`config.mk`:
```
export PLATFORM = sky130hd
export DESIGN_NAME = cruise_controller
export DESIGN_NICKNAME = d
export VERILOG_FILES = /design/src/rtl/cruise_controller_pkg.sv /design/src/rtl/cruise_controller_button_sync.sv /design/src/rtl/cruise_controller.sv
export SDC_FILE = /design/constraint.sdc
export NUM_CORES = 1
export LEC_CHECK = 0
export CAP_MARGIN = 25
export CORE_ASPECT_RATIO = 0.75
export CORE_MARGIN = 8
export CORE_UTILIZATION = 52
export CTS_BUF_LIST = sky130_fd_sc_hd__clkbuf_8
export DETAILED_ROUTE_END_ITERATION = 10
export GPL_TIMING_DRIVEN = 0
export PLACE_DENSITY = 0.95
export REMOVE_ABC_BUFFERS = 1
export SLEW_MARGIN = 10
export SYNTH_ARGS = -nofsm -noshare
export SYNTH_HDL_FRONTEND = slang
export SYNTH_HIERARCHICAL = 1
export SYNTH_SLANG_ARGS = --single-unit
```
`constraint.sdc`:
```
create_clock -name clk -period 3.3 [get_ports clk]
set_input_delay 0.495 -clock clk [delete_from_list [all_inputs] [get_ports clk]]
set_output_delay 0.495 -clock clk [all_outputs]
set_load 0.005 [all_outputs]
```
`src/rtl/cruise_controller_pkg.sv`:
```
// Shared encodings for the cruise controller: FSM states, speed-ALU operation codes
// and the default speed window.
package cruise_controller_pkg;

    localparam logic [2:0] ST_OFF       = 3'd0;
    localparam logic [2:0] ST_CRUISE    = 3'd1;
    localparam logic [2:0] ST_STEP_UP   = 3'd2;
    localparam logic [2:0] ST_STEP_DOWN = 3'd3;
    localparam logic [2:0] ST_SUSPEND   = 3'd4;

    localparam logic [1:0] MODE_ADD  = 2'b00;
    localparam logic [1:0] MODE_CMP  = 2'b01;
    localparam logic [1:0] MODE_IDLE = 2'b10;
    localparam logic [1:0] MODE_SUB  = 2'b11;

    localparam int DEF_MIN_SPEED = 30;
    localparam int DEF_MAX_SPEED = 130;

endpackage

```
`src/rtl/cruise_controller_button_sync.sv`:
```
// Samples accel/decel, detects rises and auto-repeats a held button every REPEAT_CYCLES cycles.
// Pressing both together is treated as no request at all.
module button_sync #(
    parameter int REPEAT_CYCLES = 8
) (
    input  logic clk,
    input  logic rst_n,
    input  logic accel,
    input  logic decel,
    output logic up_req,
    output logic down_req
);

    localparam int CW = $clog2(REPEAT_CYCLES + 1);
    localparam logic [CW-1:0] RELOAD = CW'(REPEAT_CYCLES - 1);

    logic          primed;
    logic          accel_q, accel_p, decel_q, decel_p;
    logic [CW-1:0] cnt;
    logic          held_up, held_dn, rise_up, rise_dn;

    assign held_up = accel_q & ~decel_q;
    assign held_dn = decel_q & ~accel_q;
    assign rise_up = held_up & ~accel_p;
    assign rise_dn = held_dn & ~decel_p;

    assign up_req   = rise_up | (held_up & accel_p & (cnt == '0));
    assign down_req = rise_dn | (held_dn & decel_p & (cnt == '0));

    // The first edge after reset loads both history stages, so a button already
    // held through reset is not seen as a fresh press.
    always_ff @(posedge clk or negedge rst_n) begin
        if (!rst_n) begin
            primed  <= 1'b0;
            accel_q <= 1'b0;
            accel_p <= 1'b0;
            decel_q <= 1'b0;
            decel_p <= 1'b0;
            cnt     <= '0;
        end else if (!primed) begin
            primed  <= 1'b1;
            accel_q <= accel;
            accel_p <= accel;
            decel_q <= decel;
            decel_p <= decel;
            cnt     <= '0;
        end else begin
            accel_p <= accel_q;
            accel_q <= accel;
            decel_p <= decel_q;
            decel_q <= decel;
            if (rise_up || rise_dn)
                cnt <= RELOAD;
            else if (!(held_up || held_dn))
                cnt <= '0;
            else if (cnt == '0)
                cnt <= RELOAD;
            else
                cnt <= cnt - 1'b1;
        end
    end

endmodule

```
`src/rtl/cruise_controller.sv`:
```
// Cruise controller: engages at the measured speed, steps the target by the speed ALU,
// and drives throttle requests from the ALU compare flags.
//   state      | meaning
//   OFF        | disengaged, target cleared
//   CRUISE     | holding target, ALU compares target vs measured speed
//   STEP_UP    | one cycle, ALU adds 5, result saturated at MAX_SPEED
//   STEP_DOWN  | one cycle, ALU subtracts 5, result saturated at MIN_SPEED
//   SUSPEND    | braked, target retained until resume
module cruise_controller
    import cruise_controller_pkg::*;
#(
    parameter int MIN_SPEED     = DEF_MIN_SPEED,
    parameter int MAX_SPEED     = DEF_MAX_SPEED,
    parameter int REPEAT_CYCLES = 8
) (
    input  logic       clk,
    input  logic       rst_n,
    input  logic       on,
    input  logic       off,
    input  logic       accel,
    input  logic       decel,
    input  logic       brake,
    input  logic       resume,
    input  logic [7:0] current_speed,
    input  logic [7:0] alu_result,
    input  logic       alu_g,
    input  logic       alu_eq,
    input  logic       alu_l,
    output logic [7:0] alu_default_speed,
    output logic [7:0] alu_current_speed,
    output logic [1:0] alu_mode,
    output logic       cruise_active,
    output logic       suspended,
    output logic       throttle_up,
    output logic       throttle_down,
    output logic [7:0] cruise_speed
);

    localparam logic [7:0] MIN8 = 8'(MIN_SPEED);
    localparam logic [7:0] MAX8 = 8'(MAX_SPEED);

    logic       primed, on_q, on_p, resume_q, resume_p, off_q, brake_q;
    logic       up_req, down_req;
    logic [2:0] state, state_nx;
    logic [7:0] speed_nx, up_speed, down_speed;
    logic       on_rise, resume_rise, in_range, hold_cruise;

    button_sync #(.REPEAT_CYCLES(REPEAT_CYCLES)) u_button_sync (
        .clk      (clk),
        .rst_n    (rst_n),
        .accel    (accel),
        .decel    (decel),
        .up_req   (up_req),
        .down_req (down_req)
    );

    always_ff @(posedge clk or negedge rst_n) begin
        if (!rst_n) begin
            primed   <= 1'b0;
            on_q     <= 1'b0;
            on_p     <= 1'b0;
            resume_q <= 1'b0;
            resume_p <= 1'b0;
            off_q    <= 1'b0;
            brake_q  <= 1'b0;
        end else begin
            primed   <= 1'b1;
            on_q     <= on;
            on_p     <= primed ? on_q : on;
            resume_q <= resume;
            resume_p <= primed ? resume_q : resume;
            off_q    <= off;
            brake_q  <= brake;
        end
    end

    assign on_rise     = on_q & ~on_p;
    assign resume_rise = resume_q & ~resume_p;
    assign in_range    = (current_speed >= MIN8) && (current_speed <= MAX8);

    // A result below the old target (or above, for a step down) means the ALU wrapped.
    assign up_speed   = (alu_result > MAX8 || alu_result < cruise_speed) ? MAX8 : alu_result;
    assign down_speed = (alu_result < MIN8 || alu_result > cruise_speed) ? MIN8 : alu_result;

    always_comb begin
        state_nx = state;
        speed_nx = cruise_speed;
        if (off_q) begin
            state_nx = ST_OFF;
            speed_nx = '0;
        end else begin
            case (state)
                ST_OFF: if (on_rise && in_range) begin
                    state_nx = ST_CRUISE;
                    speed_nx = current_speed;
                end
                ST_CRUISE: begin
                    if (brake_q)       state_nx = ST_SUSPEND;
                    else if (up_req)   state_nx = ST_STEP_UP;
                    else if (down_req) state_nx = ST_STEP_DOWN;
                end
                ST_STEP_UP: begin
                    if (brake_q) state_nx = ST_SUSPEND;
                    else begin
                        state_nx = ST_CRUISE;
                        speed_nx = up_speed;
                    end
                end
                ST_STEP_DOWN: begin
                    if (brake_q) state_nx = ST_SUSPEND;
                    else begin
                        state_nx = ST_CRUISE;
                        speed_nx = down_speed;
                    end
                end
                ST_SUSPEND: if (!brake_q && resume_rise) state_nx = ST_CRUISE;
                default: begin
                    state_nx = ST_OFF;
                    speed_nx = '0;
                end
            endcase
        end
    end

    assign hold_cruise = (state == ST_CRUISE) && (state_nx == ST_CRUISE);

    always_ff @(posedge clk or negedge rst_n) begin
        if (!rst_n) begin
            state         <= ST_OFF;
            cruise_speed  <= '0;
            throttle_up   <= 1'b0;
            throttle_down <= 1'b0;
        end else begin
            state         <= state_nx;
            cruise_speed  <= speed_nx;
            throttle_up   <= hold_cruise & alu_g;
            throttle_down <= hold_cruise & ~alu_g & alu_l;
        end
    end

    always_comb begin
        alu_mode = MODE_IDLE;
        case (state)
            ST_CRUISE:    alu_mode = MODE_CMP;
            ST_STEP_UP:   alu_mode = MODE_ADD;
            ST_STEP_DOWN: alu_mode = MODE_SUB;
            default:      alu_mode = MODE_IDLE;
        endcase
    end

    assign alu_default_speed = cruise_speed;
    assign alu_current_speed = current_speed;
    assign cruise_active     = (state == ST_CRUISE) || (state == ST_STEP_UP) || (state == ST_STEP_DOWN);
    assign suspended         = (state == ST_SUSPEND);

endmodule

```
==> qor.yml, run 1 <==
clock_tree:
  cts_buffers: 5
  hold_buffers: 0
  ctsRootBufferMaster: "clkbuf_8"
  post_cts_resized: 0
  insertion_delay_ps: 280
  cts_tree: "yes"
  cts-htree-levels: 2
  cts_buffer_depth: 2
  cts_setup_buffers: 0
  clk_pin_slew_ps: 60
  clock-sinks: 29
pwr:
  p_per_area_nw_per_um2: 399
  power_frac_seq_pct: 41.1
  intPower_w: 0.000718
  pwr-share-clk_pct: 39.6
  combPwrFrac_pct: 19.3
  swShare_pct: 25.1
  p_leak_nw: 1.04
  max-vdd-ir-drop_uv: 248
  power_switching_w: 0.000240
  power.total_w: 0.000958
critical_path:
  reg2reg_depth: 8
  worstSetupStartpointType: "primary input"
  worstPathArrival_ps: 3020
  reg2reg_from: "alu_default_speed[7]$_DFFE_PN0P_"
  rrSetupSlack_ps: 790
  r2r_end: "alu_default_speed[4]$_DFFE_PN0P_"
  endpoint: "alu_default_speed[4]$_DFFE_PN0P_"
  crit_fanout: 6
  crit_start: "alu_result[7]"
  cp_data_required_time_ps: 3460
  worstSetupPathType: "primary input to flop"
  end_kind: "flop"
global_routing:
  antenna_found_initial: 0
  grt.total_usage_pct: 16.2
  grt_max_degree: 30
  grt_pass1_wl_mm: 7.34
  grt_pass1_vias: 1598
  grt_overflow: 0
sta:
  max_freq_mhz: 350
  finalSetupTns_ps: 0
  rsz0062_at_grt: "false"
  hold_viol: 0
  timing.final.max_slew_violations: 0
  skew_ps: 3.93
  fin_crit_sh_pct: 86.5
  relSlewSlack_pct: 49.2
  setup_viol: 0
  min_period_ps: 2850
  worst_slew_pin_slew_ps: 756
cells_and_area:
  multi_input_area_um2: 906
  area_delta_synth_final_pct: 31.8
  n_antenna_cell: 0
  final_nets: 270
  regArea_um2: 726
  fillerInstances: 253
  largest_register_ffs: 8
  drive_gt1_share_pct: 9.87
floorplan:
  io_pins: 57
  row_count: 18
  initial_core_util_pct: 54.7
  fp.coreArea_um2: 3330
  chipHeight_um: 67.3
  die_area_um2: 5680
  die_x_um: 84.4
logic_synthesis:
  synth_ff_type: "dfrtp_1"
  avgSynthCellArea_um2: 9.70
  syn_inst: 188
  synth_edf_count: 0
  yosysWarningCount: 6
  synth_top_cell_by_area: "dfrtp_1"
  synth_area_leaders: "dfrtp_1 40%, ha_1 7.5%, buf_4 6.6%"
  yosysTopAreaCellShare_pct: 39.8
  syn_area_um2: 1820
  yosysSeqAreaShare_pct: 39.8
  synthArstFlopShare_pct: 100
  synth-seq-cells: 29
  synth_cell_types: 51
place:
  numPortBuffers: 55
  dp_hpwl_mm: 3.55
  finalWeightedCongestion: 0.896
hold_path:
  hold_class: "primary input to async pin"
routing:
  drt_wl_total_mm: 4.55
  routed_via_density: 5.85
  drtPass1Iterations: 4
  remaining_drc_errors: 0
  drt_iter0_markers: 163
  dr_total_vias: 1597
  ant_nets: 0
  wire_per_inst_um: 16.7
job:
  maxCapViolCount: 0
outcome:
  status: "finished clean"
==> synthesized netlist by cell type, types with 2 or more instances <==
library cell,count
a211oi_1,2
o21a_1,3
nor2_1,8
a21oi_1,13
a32o_1,2
nor3_1,4
o31ai_1,2
buf_4,16
a211o_1,2
a221o_1,5
nand2b_1,3
inv_1,16
nand4_1,2
a21boi_0,5
conb_1,2
mux2_2,4
ha_1,11
o21ai_0,3
dfrtp_1,29
nand2_1,12
and3_2,3
o21ai_1,2
nor4_1,6
nor2b_1,6
==> metrics by stage <==
stage / hold slack, ps / instances / worst slack (ps) / area [um^2] / util (%)
after floorplan: 199 / 170 / 1260 / 1690 / -
after global placement: 489 / 265 / 316 / 2290 / 68.8
after detailed placement: 508 / 265 / 268 / 2290 / 68.6
after CTS: 257 / 273 / 549 / 2400 / 72.1
after global routing: 287 / 273 / 444 / 2400 / 72.1
final: 234 / 273 / 445 / 2400 / 72.1
==> kinds of logic (layout without fill, tap and decap cells) <==
group,Yosys count,after routing,share of synthesized area (%)
muxes,5,5,3.02
DFF,29,29,39.8
buffers and inverters,34,79,10.5
and+or+nand+nor,58,58,18.7
other,2,2,0.412
adders and majority gates,11,11,7.55
AOI/OAI and AO/OA,48,48,19.5
xor gates and xnor gates,1,1,0.481
==> worst min path at each step <==
stage              startpoint                                to
6_report                rst_n                  primed$_DFF_PN0_
5_1_grt                 rst_n                 brake_q$_DFF_PN0_
4_1_cts                 rst_n                resume_p$_DFF_PN0_
3_5_place_dp   on_q$_DFF_PN0_                    on_p$_DFF_PN0_
3_3_place_gp   on_q$_DFF_PN0_                    on_p$_DFF_PN0_
2_1_floorplan           rst_n  alu_default_speed[0]$_DFFE_PN0P_
==> layer usage <==
metal  vias to the layer above  GRT usage [%]  routed length, um
met5                         -              0                  0
met1                       759           19.8               2020
met4                         0           6.18                 60
li1                        753              -                  -
met3                         7           5.58                409
met2                        78           26.4               2060
==> power groups by stage <==
stage	sequential, W	clock [W]	combinational [W]
finish	0.000394	0.000379	0.000185
detailed placement	0.000400	0	0.000183
global route	0.000396	0.000402	0.000203
floorplan	0.000396	0	0.0000856
global placement	0.000398	0	0.000177
CTS	0.000393	0.000381	0.000185
==> placed cells by master, fill, tap and decap left out, drive strengths merged, types with 6 or more instances in the layout <==
cell type / n
clkbuf: 6
nor2: 8
dfrtp: 29
nand2: 12
ha: 11
nor2b: 6
a21oi: 14
nor4: 7
inv: 17
clkdlybuf4s50: 54
==> cell type report <==
type | instances | share of cell area [%]
sequential | 29 | 30.2
clock buffer | 6 | 3.44
clock inverter | 2 | 1.41
multi-input combinational | 125 | 37.7
timing repair buffer | 55 | 22.7
inverter | 16 | 2.50
tap | 40 | 2.08
==> worst max-delay path: stages <==
cell	delay [ps]
clkdlybuf4s50_1	540
ha_1	390
a21oi_1	160
o21ai_1	150
o21a_1	170
o31ai_1	520
a21boi_0	270
a221o_1	320
Note: power is estimated with default switching activity, not from simulation.
==> inputs of run 2 (changes only) <==
--- a/config.mk
+++ b/config.mk
@@ -10,7 +10,8 @@
 export CORE_MARGIN = 8
-export CORE_UTILIZATION = 52
+export CORE_UTILIZATION = 48
 export CTS_BUF_LIST = sky130_fd_sc_hd__clkbuf_8
+export CTS_CLUSTER_SIZE = 30
 export DETAILED_ROUTE_END_ITERATION = 10
 export GPL_TIMING_DRIVEN = 0
-export PLACE_DENSITY = 0.95
+export PLACE_DENSITY = 0.89
 export REMOVE_ABC_BUFFERS = 1
==> constraint.sdc (replaced) <==
create_clock -name clk -period 3.25 [get_ports clk]
set_input_delay 0.325 -clock clk [delete_from_list [all_inputs] [get_ports clk]]
set_output_delay 0.325 -clock clk [all_outputs]
set_load 0.005 [all_outputs]
==> run 2 against run 1 <==
Net effect:
- clock skew increased by 3.2 ps
- wire length decreased by 1.4%
- global-route usage decreased by 1.3 points
- highest routed layer unchanged
- critical path type unchanged
- final area increased by 0.62%
- non-clock buffer count unchanged
- count of clock-buffer cells in the layout unchanged
- via count decreased by 1.4%
==> qor.yml, run 2 (synthesis results as in run 1) <==
critical_path:
  reg2reg_from: "alu_default_speed[5]$_DFFE_PN0P_"  # was alu_default_speed[7]$_DFFE_PN0P_
  r2r_end: "alu_default_speed[4]$_DFFE_PN0P_"  # unchanged
  crit_start: "alu_result[7]"  # unchanged
  worstSetupPathType: "primary input to flop"  # unchanged
  cp_data_required_time_ps: 3410  # was 3460 ps
  end_kind: "flop"  # unchanged
  crit_fanout: 6  # unchanged
  worstPathArrival_ps: 2690  # was 3020 ps
  reg2reg_depth: 7  # was 8
  rrSetupSlack_ps: 910  # was 790 ps
  worstSetupStartpointType: "primary input"  # unchanged
sta:
  finalSetupTns_ps: 0  # unchanged
  skew_ps: 7.14  # was 3.93 ps
  worst_slew_pin_slew_ps: 808  # was 756 ps
  timing.final.max_slew_violations: 0  # unchanged
  hold_viol: 0  # unchanged
  whs_ps: 68.6  # was 234 ps
  fin_crit_sh_pct: 77.7
  setup_viol: 0  # unchanged
  fin_ws_ps: 726  # was 445 ps
  relSlewSlack_pct: 45.7  # was 49.2%
  rsz0062_at_grt: "false"  # unchanged
  min_period_ps: 2520
  max_freq_mhz: 396
global_routing:
  grt.total_usage_pct: 15.0  # was 16.2%
  grt_pass1_wl_mm: 7.13  # was 7.34 mm
  grt_max_degree: 30  # unchanged
  antenna_found_initial: 0  # unchanged
  grt_pass1_vias: 1524  # was 1,598
  grt_overflow: 0  # unchanged
place:
  placed_cells: 277  # was 265
  numPortBuffers: 55  # unchanged
  post-place-ws_ps: 548  # was 268 ps
  finalWeightedCongestion: 0.872  # was 0.896
  postPlaceCellArea_um2: 2300  # was 2290 um^2
  dp_hpwl_mm: 3.56  # was 3.55 mm
floorplan:
  die_x_um: 87.2  # was 84.4 um
  initial_core_util_pct: 49.8  # was 54.7%
  die_area_um2: 6050  # was 5680 um^2
  chipHeight_um: 69.4  # was 67.3 um
  fp.coreArea_um2: 3660  # was 3330 um^2
  row_count: 19  # was 18
  io_pins: 57  # unchanged
routing:
  routed_via_density: 5.52  # was 5.85
  wire_per_inst_um: 15.7  # was 16.7 um
  ant_nets: 0  # unchanged
  dr_total_vias: 1574  # was 1,597
  drt_wl_total_mm: 4.49  # was 4.55 mm
  drtPass1Iterations: 5  # was 4
  remaining_drc_errors: 0  # unchanged
  drt_iter0_markers: 188  # was 163
cells_and_area:
  drive_gt1_share_pct: 9.87  # unchanged
  layout_common_cells: "54 x clkdlybuf4s50_1, 29 x dfrtp_1, 17 x inv_1, 13 x a21oi_1, 12 x nand2_1"  # unchanged
  final_common_cell: "clkdlybuf4s50_1"  # unchanged
  final_area_um2: 2420  # was 2400 um^2
  largest_register_ffs: 8  # unchanged
  n_antenna_cell: 0  # unchanged
  final_nets: 270  # unchanged
  fillerInstances: 287  # was 253
  area_delta_synth_final_pct: 32.7  # was 31.8%
  final_cells: 285  # was 273
pwr:
  power_frac_seq_pct: 41.3  # was 41.1%
  swShare_pct: 24.6  # was 25.1%
  power_switching_w: 0.000238  # was 0.000240 W
  combPwrFrac_pct: 19.3  # about the same
  pwr-share-clk_pct: 39.4  # was 39.6%
  max-vdd-ir-drop_uv: 268  # was 248 uV
  p_leak_nw: 1.04  # unchanged
  intPower_w: 0.000728  # was 0.000718 W
  p_per_area_nw_per_um2: 400  # was 399 nW/um^2
clock_tree:
  cts-htree-levels: 2  # unchanged
  hold_buffers: 0  # unchanged
  cts_setup_buffers: 0  # unchanged
  cts_buffers: 5  # unchanged
  cts_buffer_depth: 2  # unchanged
  post_cts_resized: 0  # unchanged
  clock-sinks: 29  # unchanged
  cts_tree: "yes"  # unchanged
  ctsRootBufferMaster: "clkbuf_8"  # unchanged
  insertion_delay_ps: 280  # about the same
  clk_pin_slew_ps: 60  # about the same
outcome:
  status: "finished clean"  # unchanged
hold_path:
  hold_class: "primary input to async pin"  # unchanged
job:
  maxCapViolCount: 0  # unchanged
run 2: power groups by stage:
| stage | sequential [W] | combinational (W) | clock [W] |
|---|---|---|---|
| floorplan | 0.000402 | 0.0000870 | 0 |
| CTS | 0.000399 | 0.000187 | 0.000387 |
| global placement | 0.000404 | 0.000183 | 0 |
| finish | 0.000399 | 0.000187 | 0.000380 |
| global route | 0.000402 | 0.000206 | 0.000405 |
| detailed placement | 0.000406 | 0.000185 | 0 |
run 2: area by class of cell:
class,count,area [um^2],share of cell area (%)
tap,52,65.1,2.69
inverter,16,60.1,2.48
sequential,29,726,30.0
clock inverter,2,33.8,1.40
multi-input combinational,125,906,37.5
clock buffer,6,82.6,3.41
timing repair buffer,55,546,22.6
run 2: worst max-delay path by stage:
stage / to / slack (ps) / depth (start not counted)
finish: alu_default_speed[4]$_DFFE_PN0P_ / 730 / 7
global route: alu_default_speed[4]$_DFFE_PN0P_ / 600 / 7
CTS: alu_default_speed[2]$_DFFE_PN0P_ / 840 / 7
detailed placement: alu_default_speed[4]$_DFFE_PN0P_ / 550 / 8
global placement: alu_default_speed[4]$_DFFE_PN0P_ / 540 / 8
floorplan: alu_default_speed[2]$_DFFE_PN0P_ / 1270 / 8
run 2: routing by layer:
metal,share of wire [%],up-vias,GRT usage (%)
met5,0,-,0
met4,1.9,0,7.03
met3,12,9,5.80
met2,42,87,21.0
met1,44,727,19.5
li1,-,751,-
run 2: critical path, cell delays in order:
cell and delay (ps):
clkdlybuf4s50_1 520, ha_1 370, nand4_1 220, o21a_1 280, o31ai_1 490, a21boi_0 180
a221o_1 300
run 2: stage by stage:
| stage | util, % | total power (W) |
|---|---|---|
| 6_report | 66.1 | 0.000966 |
| 5_1_grt | 66.1 | 0.00101 |
| 4_1_cts | 66.1 | 0.000974 |
| 3_5_place_dp | 62.9 | 0.000591 |
| 3_3_place_gp | 63.0 | 0.000587 |
| 2_1_floorplan | - | 0.000489 |
